<file path="src/rtl/la_pkg.sv">
// Shared definitions for the logic-analyzer capture path: state and trigger-mode
// encodings plus the masked pattern-match helper.
package la_pkg;

  localparam logic [2:0] ST_IDLE  = 3'd0;
  localparam logic [2:0] ST_PRE   = 3'd1;
  localparam logic [2:0] ST_ARMED = 3'd2;
  localparam logic [2:0] ST_POST  = 3'd3;
  localparam logic [2:0] ST_DONE  = 3'd4;

  typedef enum logic [2:0] {
    S_IDLE  = ST_IDLE,
    S_PRE   = ST_PRE,
    S_ARMED = ST_ARMED,
    S_POST  = ST_POST,
    S_DONE  = ST_DONE
  } la_state_e;

  typedef enum logic {
    TRIG_LEVEL = 1'b0,
    TRIG_EDGE  = 1'b1
  } la_trig_mode_e;

  localparam int MAX_NCH = 8;

  // Unused channels are zero-extended on both data and mask, so they never block a match.
  function automatic logic la_match(input logic [MAX_NCH-1:0] data,
                                    input logic [MAX_NCH-1:0] mask,
                                    input logic [MAX_NCH-1:0] value);
    return (((data ^ value) & mask) == {MAX_NCH{1'b0}});
  endfunction

endpackage

</file>
<file path="src/rtl/la_sample_ram.sv">
// Circular sample storage: one write port, one registered read port.
module la_sample_ram
  import la_pkg::*;
#(
  parameter int NCH   = 4,
  parameter int DEPTH = 16,
  parameter int AW    = $clog2(DEPTH)
) (
  input  logic           clk,
  input  logic           rst_n,
  input  logic           we,
  input  logic [AW-1:0]  waddr,
  input  logic [NCH-1:0] wdata,
  input  logic           re,
  input  logic [AW-1:0]  raddr,
  output logic [NCH-1:0] rdata
);

  logic [NCH-1:0] mem_r [DEPTH];

  // Sample array write; contents need no reset since only written entries are ever read.
  always_ff @(posedge clk) begin
    if (we) begin
      mem_r[waddr] <= wdata;
    end
  end

  // Registered read port, holds its value between reads.
  always_ff @(posedge clk or negedge rst_n) begin
    if (!rst_n) begin
      rdata <= {NCH{1'b0}};
    end else if (re) begin
      rdata <= mem_r[raddr];
    end
  end

endmodule

</file>
<file path="src/rtl/la_capture_engine.sv">
// Trigger-and-buffer capture engine: records NCH channels into a circular RAM,
// fires on a masked level/edge match, keeps pre-trigger history, then reads out in order.
module la_capture_engine
  import la_pkg::*;
#(
  parameter int  NCH   = 4,
  parameter int  DEPTH = 16,
  localparam int AW    = $clog2(DEPTH)
) (
  input  logic           clk,
  input  logic           rst_n,
  input  logic           arm,
  input  logic [NCH-1:0] in_data,
  input  logic [NCH-1:0] cfg_mask,
  input  logic [NCH-1:0] cfg_value,
  input  logic           cfg_edge,
  input  logic [AW-1:0]  cfg_pretrig,
  input  logic           rd_en,
  output logic [NCH-1:0] rd_data,
  output logic           rd_valid,
  output logic [2:0]     state,
  output logic           triggered,
  output logic           done
);

  la_state_e     state_r, state_nx;
  logic          arm_d_r, match_d_r, triggered_r, done_r, rd_valid_r;
  logic [AW-1:0] wptr_r, wptr_nx, cnt_r, cnt_nx, post_r, post_nx;
  logic [AW-1:0] rptr_r, rptr_nx, rcnt_r, rcnt_nx;
  logic [AW-1:0] post_load_s;
  logic          match_s, trig_s, we_s, re_s, trig_set_s;

  assign match_s     = la_match(MAX_NCH'(in_data), MAX_NCH'(cfg_mask), MAX_NCH'(cfg_value));
  assign trig_s      = (la_trig_mode_e'(cfg_edge) == TRIG_EDGE) ? (match_s & ~match_d_r) : match_s;
  assign post_load_s = AW'(DEPTH - 1) - cfg_pretrig;

  // Next-state, pointer and RAM-strobe logic; a low arm outranks every other event.
  always_comb begin
    state_nx   = state_r;
    wptr_nx    = wptr_r;
    cnt_nx     = cnt_r;
    post_nx    = post_r;
    rptr_nx    = rptr_r;
    rcnt_nx    = rcnt_r;
    we_s       = 1'b0;
    re_s       = 1'b0;
    trig_set_s = 1'b0;
    case (state_r)
      S_IDLE: begin
        if (arm && !arm_d_r) begin
          state_nx = S_PRE;
          wptr_nx  = {AW{1'b0}};
          cnt_nx   = {AW{1'b0}};
        end else begin
          state_nx = S_IDLE;
        end
      end
      S_PRE: begin
        if (!arm) begin
          state_nx = S_IDLE;
        end else if (cnt_r == cfg_pretrig) begin
          state_nx = S_ARMED;
        end else begin
          we_s    = 1'b1;
          wptr_nx = wptr_r + AW'(1);
          cnt_nx  = cnt_r + AW'(1);
          if ((cnt_r + AW'(1)) == cfg_pretrig) begin
            state_nx = S_ARMED;
          end else begin
            state_nx = S_PRE;
          end
        end
      end
      S_ARMED: begin
        if (!arm) begin
          state_nx = S_IDLE;
        end else begin
          we_s    = 1'b1;
          wptr_nx = wptr_r + AW'(1);
          if (trig_s) begin
            trig_set_s = 1'b1;
            post_nx    = post_load_s;
            if (post_load_s == {AW{1'b0}}) begin
              state_nx = S_DONE;
              rptr_nx  = wptr_nx;
              rcnt_nx  = {AW{1'b0}};
            end else begin
              state_nx = S_POST;
            end
          end else begin
            state_nx = S_ARMED;
          end
        end
      end
      S_POST: begin
        if (!arm) begin
          state_nx = S_IDLE;
        end else begin
          we_s    = 1'b1;
          wptr_nx = wptr_r + AW'(1);
          post_nx = post_r - AW'(1);
          if (post_r == AW'(1)) begin
            state_nx = S_DONE;
            rptr_nx  = wptr_nx;
            rcnt_nx  = {AW{1'b0}};
          end else begin
            state_nx = S_POST;
          end
        end
      end
      S_DONE: begin
        if (!arm) begin
          state_nx = S_IDLE;
        end else if (rd_en) begin
          re_s    = 1'b1;
          rptr_nx = rptr_r + AW'(1);
          rcnt_nx = rcnt_r + AW'(1);
          if (rcnt_r == AW'(DEPTH - 1)) begin
            state_nx = S_IDLE;
          end else begin
            state_nx = S_DONE;
          end
        end else begin
          state_nx = S_DONE;
        end
      end
      default: begin
        state_nx = S_IDLE;
      end
    endcase
  end

  // State, pointers and registered status outputs.
  always_ff @(posedge clk or negedge rst_n) begin
    if (!rst_n) begin
      state_r     <= S_IDLE;
      wptr_r      <= {AW{1'b0}};
      cnt_r       <= {AW{1'b0}};
      post_r      <= {AW{1'b0}};
      rptr_r      <= {AW{1'b0}};
      rcnt_r      <= {AW{1'b0}};
      arm_d_r     <= 1'b0;
      match_d_r   <= 1'b0;
      triggered_r <= 1'b0;
      done_r      <= 1'b0;
      rd_valid_r  <= 1'b0;
    end else begin
      state_r     <= state_nx;
      wptr_r      <= wptr_nx;
      cnt_r       <= cnt_nx;
      post_r      <= post_nx;
      rptr_r      <= rptr_nx;
      rcnt_r      <= rcnt_nx;
      arm_d_r     <= arm;
      match_d_r   <= (state_r == S_ARMED) ? match_s : 1'b1;
      triggered_r <= (state_nx == S_IDLE) ? 1'b0 : (trig_set_s | triggered_r);
      done_r      <= (state_nx == S_DONE);
      rd_valid_r  <= re_s;
    end
  end

  la_sample_ram #(.NCH(NCH), .DEPTH(DEPTH), .AW(AW)) u_ram (
    .clk   (clk),
    .rst_n (rst_n),
    .we    (we_s),
    .waddr (wptr_r),
    .wdata (in_data),
    .re    (re_s),
    .raddr (rptr_r),
    .rdata (rd_data)
  );

  assign state     = state_r;
  assign triggered = triggered_r;
  assign done      = done_r;
  assign rd_valid  = rd_valid_r;

endmodule
</file>
<file path="config.mk">
export PLATFORM = sky130hd
export DESIGN_NAME = la_capture_engine
export DESIGN_NICKNAME = d
export VERILOG_FILES = /design/src/rtl/la_pkg.sv /design/src/rtl/la_sample_ram.sv /design/src/rtl/la_capture_engine.sv
export SDC_FILE = /design/constraint.sdc
export NUM_CORES = 1
export LEC_CHECK = 0
export BUFFER_PORTS_ARGS = -buffer_cell sky130_fd_sc_hd__buf_2
export CAP_MARGIN = 20
export CORE_MARGIN = 3
export CORE_UTILIZATION = 29
export CTS_CLUSTER_SIZE = 8
export DETAILED_ROUTE_END_ITERATION = 6
export HOLD_SLACK_MARGIN = 0.15
export RECOVER_POWER = 50
export SKIP_CTS_REPAIR_TIMING = 1
export SLEW_MARGIN = 20
export SYNTH_ARGS = -nofsm -noshare
export SYNTH_HDL_FRONTEND = slang
export SYNTH_HIERARCHICAL = 1
export SYNTH_SLANG_ARGS = --single-unit
</file>
<file path="constraint.sdc">
create_clock -name clk -period 3.35 [get_ports clk]
set_clock_uncertainty 0.2 [all_clocks]
set_input_delay 0.5025 -clock clk [delete_from_list [all_inputs] [get_ports clk]]
set_output_delay 0.5025 -clock clk [all_outputs]
set_load 0.02 [all_outputs]
</file>
==> results of run 1 <==
## logic make-up (layout without fill, tap and decap cells)
group / after synthesis / count (layout) / share of synthesized area
compound gates: 55 / 55 / 0.0946
fa+ha+maj: 6 / 6 / 0.0165
xor+xnor: 13 / 13 / 0.0251
flops: 96 / 96 / 0.600
buf+inv: 20 / 63 / 0.0251
mux: 35 / 35 / 0.134
simple gates: 86 / 86 / 0.104
## routing by layer
metal,vias to the layer above,GRT usage,part of all wire
met5,-,0,0
met1,1370,0.157,0.48
met2,58,0.178,0.46
met3,12,0.0223,0.042
met4,0,0.0442,0.016
li1,1300,-,-
## cell usage after synthesis (2+ instances only)
cell type / n
mux2i_1: 14
a211oi_1: 4
edfxtp_1: 64
nand3b_1: 3
a211o_1: 2
dfrtp_1: 32
mux2_2: 5
buf_2: 3
nand2_1: 12
nand3_1: 6
nor2_1: 26
nor2b_1: 4
nor4_1: 3
a22o_1: 5
or3_1: 3
nand2b_1: 5
a21oi_1: 8
and2_1: 2
xnor2_1: 6
xor2_1: 7
mux4_1: 14
o21ai_1: 2
a41oi_1: 2
clkbuf_4: 2
a22oi_4: 2
ha_1: 6
nand4_1: 5
and3_1: 3
a2111oi_0: 2
a31oi_1: 4
o21ai_0: 6
mux4_2: 2
o22a_1: 3
nor3_1: 7
inv_1: 11
a21o_1: 3
## state kept, by name, summed over array words and instances, names as in the netlist, 3 cells and up
signal       count
u_ram/mem_r     64
cnt_r            4
post_r           4
rcnt_r           4
rptr_r           4
u_ram/rdata      4
wptr_r           4
state            3
## power groups by stage
stage               Combinational (mW)  Clock [mW]  Sequential (mW)
finish                           0.767        1.18             1.58
global route                     0.844        1.25             1.61
CTS                              0.781        1.21             1.59
detailed placement               0.779           0             1.61
global placement                 0.766           0             1.61
floorplan                        0.684           0             1.49
## stage by stage
step	setup slack, ns	cell area, um^2	total power [mW]
5_1_grt	0.184	5250	3.71
2_1_floorplan	0.643	4540	2.17
3_5_place_dp	0.280	4920	2.39
6_report	0.393	5250	3.53
4_1_cts	0.413	5270	3.57
3_3_place_gp	0.380	4920	2.37
## cell type report
type | count | area share
Timing Repair Buffer | 36 | 0.0346
Multi-Input combinational cell | 195 | 0.322
Clock buffer | 9 | 0.0429
Inverter | 11 | 0.00787
Sequential cell | 96 | 0.519
Tap cell | 211 | 0.0503
Clock inverter | 7 | 0.0236
## worst register-to-register path: cells and delay by family, from the launching register on
family          cells  cell delay (ns)
compound gates      2             0.48
flops               1             0.57
buf+inv             1             0.20
simple gates        3             1.15
## final timing paths
check,from,end,slack [ns],cells past startpoint
max in group asynchronous,rst_n,triggered,0.91,2
max reg2reg,state[0],u_ram/mem_r[0][1],0.39,6
min in group asynchronous,rst_n,u_ram/rdata[1],0.99,2
min,rcnt_r[3],rcnt_r[3],0.27,1
min reg2reg,rcnt_r[3],rcnt_r[3],0.27,1
max,state[0],u_ram/mem_r[0][1],0.39,6
==> results.md, run 1 <==
- CTS clk-pin slew, worst paths: 0.06 ns
- Setup violators final: 0
- Worst EP arrival: 2.74 ns
- Post-DRT Antenna Nets: 0
- Critical Path Source Type: flip-flop
- Worst-Margin Slew: 1.81 ns
- Top_reg_cell synth: edfxtp_1
- CTS Sinks: 96
- Area contributors post-synth: edfxtp_1 (42%), dfrtp_1 (18%), mux4_1 (8.1%), mux2i_1 (3.1%), nor2_1 (2.2%)
- H-tree depth reported by CTS: 3
- Critical path required time: 3.13 ns
- Final core occ: 0.344
- Clock power share: 0.334
- Internal power: 2.50 mW
- Filler cells: 1,460
- Nets: about 380
- Share of cells above drive strength 1: 0.150
- Hold crit path type: flip-flop to flip-flop
- Setup crit end kind: flip-flop
- Site Rows: 45
- Power Density: 672 mW/mm^2
- Fin crit share: 0.883
- Placer Congestion: around 0.84
- Most common cell after layout, fill and taps aside: edfxtp_1
- Yosys reg bits: 96
- Crit-path max cell delay: 0.57 ns
- Detail Placement HPWL: 6550 um
- RSZ-0062 raised after global routing: no
- Fin crit period: 2.96 ns
- Crit Path Max Fanout: 10
- Syn avg cell area: 14.6 um^2
- Flip-flop and latch area: 0.00272 mm^2
- Leak: 1.99 nW
- Vias per std cell: about 4.8
- GR Overflow Total: 0
- DIE HEIGHT: 131 um
- Setup_tns: 0 ns
- EDFF count, synth: 64
- Initial Util: 0.297
- # diodes: 0
- Synth area leader: edfxtp_1
- Final Hold Viols: 0
- Most frequent cells in the layout: edfxtp_1 (64), dfrtp_1 (32), nor2_1 (26)
- Total GRT Usage: 0.114
- DRC Markers: 0
- Clock Root Buffer: clkbuf_16
- Crit path max-delay family: simple AND/OR/NAND/NOR gates
- Routed len/inst: approximately 16 um
- Largest net degree at the start of global routing: 33
- Multi-input gate area: between 0.0015 and 0.002 mm^2
- Slew headroom: -0.207
- Vias in the first global route: 2,770
- Sequential share of the synthesized area: 0.600
- Initial DRC Count: 123
- Layout Cells excl Fill: 565
- Synth Instances: approximately 310
- Worst vdd ir: 290 uV
- Chip Width: 131 um
- Sequential Power Share: 0.449
- Switching Fraction: 0.292
- Synth async-reset ratio: 0.333
- TritonCTS Buffers: 9
- Final max-slew violation count: 33
- DR vias: 2,740
- Max Fclk: 338 MHz
- DRT Wirelength: approximately 9200 um
- Synthesis Warnings: 6
- Die Area: 0.0172 mm^2
- DP Cell Count: between 500 and 600
- Net Count, Synth: 338
- TritonCTS clock tree: yes
- Clock insertion delay at the later pin of the skew report: approximately 0.34 ns
- Core area: 0.0153 mm^2
- Comb power frac: 0.218
- Yosys top cell area share: 0.423
- Maximum clock path buffer count: 2
- Cells along the critical path: nand4bb_1, a41oi_1, a21oi_1, inv_1, or3b_2, nor3_1
- Hold slack: 0.273 ns
- WS Path Type: flip-flop to flip-flop
- Netlist Area Pre-Place: approximately 0.0045 mm^2
- Total iterations of the first detailed-routing run: 4
- # Max-Cap Violations: 1
- First-pass GRT wire length: 14,800 um
- Net Switching: 1.03 mW
- Initial antenna violation count: 0
- WP buf/inv: 1
- I/O Buffers: 30
- Critical path's slowest cell: dfrtp_1
- Status: complete, but fails checks
- Violated checks: max-capacitance violations, max-slew violations
- Area Overhead vs Synth: 15.6%
- IO Count: 31
- Count of cell types in the netlist: between 50 and 60
Power figures use the tool's default switching activity.
==> inputs of run 2 (changes only) <==
--- a/config.mk
+++ b/config.mk
@@ -8,10 +8,11 @@
 export BUFFER_PORTS_ARGS = -buffer_cell sky130_fd_sc_hd__buf_2
 export CAP_MARGIN = 20
 export CORE_MARGIN = 3
-export CORE_UTILIZATION = 29
-export CTS_CLUSTER_SIZE = 8
+export CORE_UTILIZATION = 45
+export CTS_CLUSTER_SIZE = 40
 export DETAILED_ROUTE_END_ITERATION = 6
 export HOLD_SLACK_MARGIN = 0.15
+export PLACE_DENSITY_LB_ADDON = 0.2
 export RECOVER_POWER = 50
 export SKIP_CTS_REPAIR_TIMING = 1
 export SLEW_MARGIN = 20
==> results.md, run 2 (synthesis gave the netlist of run 1 again) <==
- Status: complete, but fails checks
- Violated checks: max-capacitance violations, max-slew violations
- Clock insertion delay at the later pin of the skew report: 0.36 ns (+0.02 ns)
- H-tree depth reported by CTS: 3 (unchanged)
- Fin crit period: 2.98 ns (+0.0247 ns)
- Final Hold Viols: 0 (unchanged)
- Nets: 380 (+1.1%)
- Most common cell after layout, fill and taps aside: edfxtp_1
- Setup violators final: 0 (unchanged)
- Initial antenna violation count: 0 (unchanged)
- TritonCTS clock tree: yes
- Hold_sp: arm
- IO Count: 31 (unchanged)
- Core area: 0.00977 mm^2 (-36%)
- Hold crit path type: primary input to flip-flop
- Max Fclk: 335 MHz (-0.83%)
- GRT met2 Usage: 0.248 (+0.0692)
- Met3 usage: 0.0231 (+0.000787)
- I/O Buffers: 30 (unchanged)
- Design Area, Final: 0.00501 mm^2 (-4.5%)
- Post-DRT Antenna Nets: 0 (unchanged)
- DIE HEIGHT: 106 um (-19%)
- Net Switching: 1.02 mW (-0.79%)
- Vias per std cell: 5.56 (+15%)
- DRC Markers: 0 (unchanged)
- Die Area: 0.0113 mm^2 (-34%)
- CTS clk-pin slew, worst paths: 0.10 ns (+0.04 ns)
- Max reg flops: 64 (unchanged)
- Clock Root Buffer: clkbuf_8
- Placer Congestion: 0.792 (-5.6%)
- Internal power: 2.05 mW (-18%)
- GR Util met1: 0.260 (+0.103)
- Routed len/inst: 18.5 um (+13%)
- Vias in the first global route: 2,660 (-4.0%)
- Maximum clock path buffer count: 2 (unchanged)
- Initial Util: 0.464 (+0.167)
- Crit-path max cell delay: 0.58 ns (about the same)
- Total iterations of the first detailed-routing run: 4 (unchanged)
- Worst vdd ir: 269 uV (-7.5%)
- Power Density: 614 mW/mm^2 (-8.7%)
- Worst EP arrival: 2.77 ns (+0.03 ns)
- Final core occ: 0.512 (+0.169)
- Crit Path Max Fanout: 10 (unchanged)
- Setup_tns: 0 ns (unchanged)
- CP Launch Point: state[0]
- Worst r2r src: state[0]
- Area after DPL: 0.00485 mm^2 (-1.4%)
- RSZ-0062 raised after global routing: no
- Comb power frac: 0.266 (+0.048)
- Switching Fraction: 0.332 (+0.0402)
- Setup crit end kind: flip-flop
- DRT Wirelength: 9080 um (-1.8%)
- Critical Path Source Type: flip-flop
- Clock power share: 0.228 (-0.106)
- Share of cells above drive strength 1: 0.165 (+0.0151)
- R2R depth: 6 (unchanged)
- GR Overflow Total: 0 (unchanged)
- Detail Placement HPWL: 6430 um (-1.8%)
- Final max-slew violation count: 33 (unchanged)
- Critical path required time: 3.14 ns (about the same)
- Sequential Power Share: 0.506 (+0.057)
- Slew headroom: -0.173 (+0.0336)
- Total GRT Usage: 0.169 (+0.0552)
- Fin crit share: 0.890 (+0.00738)
- # diodes: 0 (unchanged)
- CTS Sinks: 96 (unchanged)
- Site Rows: 36 (-20%)
- Initial DRC Count: 151 (+23%)
- Chip Width: 106 um (-19%)
- Critical path's slowest cell: dfrtp_1
- Most frequent cells in the layout: edfxtp_1 (64), dfrtp_1 (32), nor2_1 (26)
- Worst-Margin Slew: 1.76 ns (-0.0503 ns)
- DR vias: 2,729 (-0.40%)
- Leak: 1.93 nW (-2.7%)
- Hold Path Depth: 1 (unchanged)
- Biggest register: u_ram/mem_r
- TritonCTS Buffers: 9 (unchanged)
- Largest net degree at the start of global routing: 33 (unchanged)
- # Max-Cap Violations: 1 (unchanged)
- First-pass GRT wire length: 14,700 um (-0.37%)
- WS Path Type: flip-flop to flip-flop
- GR peak layer: met1
- Cells along the critical path: nand4bb_1, a41oi_1, a21oi_1, inv_1, or3b_2, nor3_1
- Area Overhead vs Synth: 10.4%
[run 2: cell types whose count changed in the layout (fill, tap and decap cells not counted), sizes merged]
cell	previous run	this run
buf	22	29
bufinv	3	0
clkbuf	22	20
clkinvlp	0	2
[run 2: per-layer routing]
metal  vias to the layer above  part of all wire
met5                         -                 0
met4                         0             0.016
met3                        10             0.025
met2                        48              0.45
met1                      1358              0.51
li1                       1313                 -
[run 2: critical path: cells and delay by family (launching register included)]
family,cells,cell delay [ns]
buffers and inverters,1,0.19
AO/OA/AOI/OAI,2,0.49
flip-flops,1,0.58
AND/OR/NAND/NOR,3,1.16
[run 2: path summary, 6_finish.rpt]
path | end | slack [ns]
worst min-delay path | arm_d_r | 0.26
worst max-delay path | u_ram/mem_r[0][1] | 0.37
max in group asynchronous | u_ram/rdata[1] | 0.98
worst min register to register | rcnt_r[3] | 0.28
min in group asynchronous | cnt_r[2] | 0.94
worst max register to register | u_ram/mem_r[0][1] | 0.37
[run 2: area by class of cell]
cell class	count	area (um^2)
Clock buffer	10	128
Fill cell	866	4770
Tap cell	133	166
Sequential cell	96	2720
Clock inverter	6	50.0
Inverter	11	41.3
Multi-Input combinational cell	195	1690
Timing Repair Buffer	40	213
[run 2: metrics by stage]
step	power, mW	setup WS [ns]	cells	hold WS (ns)
2_1_floorplan	2.17	0.643	311	0.00691
3_3_place_gp	2.39	0.371	474	0.278
3_5_place_dp	2.40	0.271	474	0.271
4_1_cts	3.10	0.362	490	0.0127
5_1_grt	3.24	0.126	491	0.285
6_report	3.07	0.369	491	0.263
[run 2: power by group through the flow]
| stage | sequential, mW | combinational (mW) | clock, mW |
|---|---|---|---|
| 2_1_floorplan | 1.49 | 0.684 | 0 |
| 3_3_place_gp | 1.58 | 0.811 | 0 |
| 3_5_place_dp | 1.58 | 0.823 | 0 |
| 4_1_cts | 1.56 | 0.828 | 0.713 |
| 5_1_grt | 1.58 | 0.897 | 0.766 |
| 6_report | 1.55 | 0.819 | 0.701 |
==> inputs of run 3 (changes only) <==
--- a/config.mk
+++ b/config.mk
@@ -9,10 +9,11 @@
 export CAP_MARGIN = 20
 export CORE_MARGIN = 3
 export CORE_UTILIZATION = 45
+export CTS_CLUSTER_DIAMETER = 80
 export CTS_CLUSTER_SIZE = 40
 export DETAILED_ROUTE_END_ITERATION = 6
 export HOLD_SLACK_MARGIN = 0.15
-export PLACE_DENSITY_LB_ADDON = 0.2
+export PLACE_DENSITY = 0.73
 export RECOVER_POWER = 50
 export SKIP_CTS_REPAIR_TIMING = 1
 export SLEW_MARGIN = 20
==> results.md, run 3 (synthesis gave the netlist of run 1 again) <==
- Status: complete, but fails checks
- Violated checks: max-capacitance violations, max-slew violations
- First-pass GRT wire length: 15,100 um (+3.0%)
- # Max-Cap Violations: 1 (unchanged)
- Slew headroom: -0.212 (-0.0388)
- Setup_tns: 0 ns (unchanged)
- IO Count: 31 (unchanged)
- Post-DRT Antenna Nets: 0 (unchanged)
- CTS Sinks: 96 (unchanged)
- Vias per std cell: 5.87 (+5.6%)
- I/O Buffers: 30 (unchanged)
- Critical path required time: 3.15 ns (about the same)
- Leak: 1.95 nW (+0.66%)
- Power Density: 636 mW/mm^2 (+3.7%)
- Setup violators final: 0 (unchanged)
- Hold crit path type: primary input to flip-flop
- Fin crit period: 3.02 ns (+0.0431 ns)
- Total GRT Usage: 0.179 (+0.00990)
- Setup WS pre-CTS: 0.276 ns (+0.00505 ns)
- Max reg flops: 64 (unchanged)
- DRT Wirelength: 9660 um (+6.4%)
- Fin crit share: 0.903 (+0.0129)
- Worst vdd ir: 243 uV (-9.5%)
- Most frequent cells in the layout: edfxtp_1 (64), dfrtp_1 (32), nor2_1 (26)
- # diodes: 0 (unchanged)
- Clock Root Buffer: clkbuf_8
- DIE HEIGHT: 106 um (unchanged)
- Placer Congestion: 0.906 (+14%)
- Worst EP arrival: 2.83 ns (+0.06 ns)
- Hold slack: 0.293 ns (+0.0297 ns)
- Site Rows: 36 (unchanged)
- Crit Path Max Fanout: 10 (unchanged)
- Total iterations of the first detailed-routing run: 4 (unchanged)
- Routed len/inst: 19.8 um (+7.1%)
- RSZ-0062 raised after global routing: no
- Initial DRC Count: 293 (+94%)
- Largest net degree at the start of global routing: 33 (unchanged)
- Die Area: 0.0113 mm^2 (unchanged)
- Worst-Margin Slew: 1.82 ns (+0.0582 ns)
- Tot Pwr: 3.21 mW (+4.3%)
- Biggest register: u_ram/mem_r
- Most common cell after layout, fill and taps aside: edfxtp_1
- Detail Placement HPWL: 6820 um (+6.0%)
- Final max-slew violation count: 33 (unchanged)
- Max Fclk: 331 MHz (-1.4%)
- Initial antenna violation count: 0 (unchanged)
- WS Path Type: flip-flop to flip-flop
- Multi-input gate area: 0.00169 mm^2 (unchanged)
- Clock insertion delay at the later pin of the skew report: 0.37 ns (about the same)
- Worst setup margin: 0.326 ns (-0.0431 ns)
- GR Overflow Total: 0 (unchanged)
- DR vias: 2,863 (+4.9%)
- H-tree depth reported by CTS: 3 (unchanged)
- Chip Width: 106 um (unchanged)
- Share of cells above drive strength 1: 0.158 (-0.00706)
- TritonCTS Buffers: 9 (unchanged)
- Setup crit end kind: flip-flop
- Nets: 377 (-0.79%)
- Flip-flop and latch area: 0.00272 mm^2 (unchanged)
- TritonCTS clock tree: yes
- Final Hold Viols: 0 (unchanged)
- CTS clk-pin slew, worst paths: 0.10 ns (about the same)
- Vias in the first global route: 2,809 (+5.6%)
- Core area: 0.00977 mm^2 (unchanged)
- Critical Path Source Type: flip-flop
- Filler cells: 806 (-6.9%)
- Final core occ: 0.515 (+0.00307)
- Initial Util: 0.464 (unchanged)
- Area Overhead vs Synth: 11.0%
- DRC Markers: 0 (unchanged)
- Maximum clock path buffer count: 2 (unchanged)
==> run 3: cell count changes in the layout (fill, tap and decap cells not counted), sizes merged <==
cell,previous run,this run
buf,29,25
bufinv,0,2
clkbuf,20,19
clkinv,1,2
clkinvlp,2,1
dlygate4sd3,1,2
inv,14,13
==> run 3: metal layers <==
layer / share of wire / GRT usage / vias up / wire (um)
met4: 0.015 / 0.0712 / 0 / 143
met2: 0.48 / 0.275 / 109 / 4680
met1: 0.44 / 0.249 / 1430 / 4290
li1: - / - / 1308 / -
met5: 0 / 0 / - / 0
met3: 0.057 / 0.0413 / 16 / 554
==> run 3: worst paths after layout <==
path / to / from / cells after the start / slack, ns
max reg2reg: u_ram/mem_r[0][1] / state[2] / 6 / 0.33
min in group asynchronous: post_r[3] / rst_n / 2 / 0.96
max: u_ram/mem_r[0][1] / state[2] / 6 / 0.33
min reg2reg: rcnt_r[3] / rcnt_r[3] / 1 / 0.30
min: post_r[3] / cfg_pretrig[3] / 3 / 0.29
max in group asynchronous: u_ram/rdata[1] / rst_n / 2 / 0.93
==> run 3: metrics by stage <==
stage | cells | instance area [um^2]
3_3_place_gp | 470 | 4820
4_1_cts | 486 | 5050
2_1_floorplan | 311 | 4540
5_1_grt | 488 | 5040
6_report | 488 | 5040
3_5_place_dp | 470 | 4820
==> run 3: power breakdown <==
group          switching [mW]  internal, mW  leakage, nW
Clock                   0.419         0.431        0.113
Sequential              0.176          1.37        0.995
Combinational           0.422         0.393        0.839
Total                    1.02          2.19         1.95
==> run 3: cell type report <==
type,instances,area share
Multi-Input combinational cell,195,0.335
Timing Repair Buffer,37,0.0382
Tap cell,133,0.0330
Inverter,11,0.00819
Sequential cell,96,0.540
Clock inverter,7,0.0206
Clock buffer,9,0.0246
==> run 3: critical path, stage by stage (launching register included) <==
cell and delay [ns]:
dfrtp_1 0.49, nand4bb_1 0.27, a41oi_1 0.37, a21oi_1 0.12, inv_1 0.22, or3b_2 0.53
nor3_1 0.47
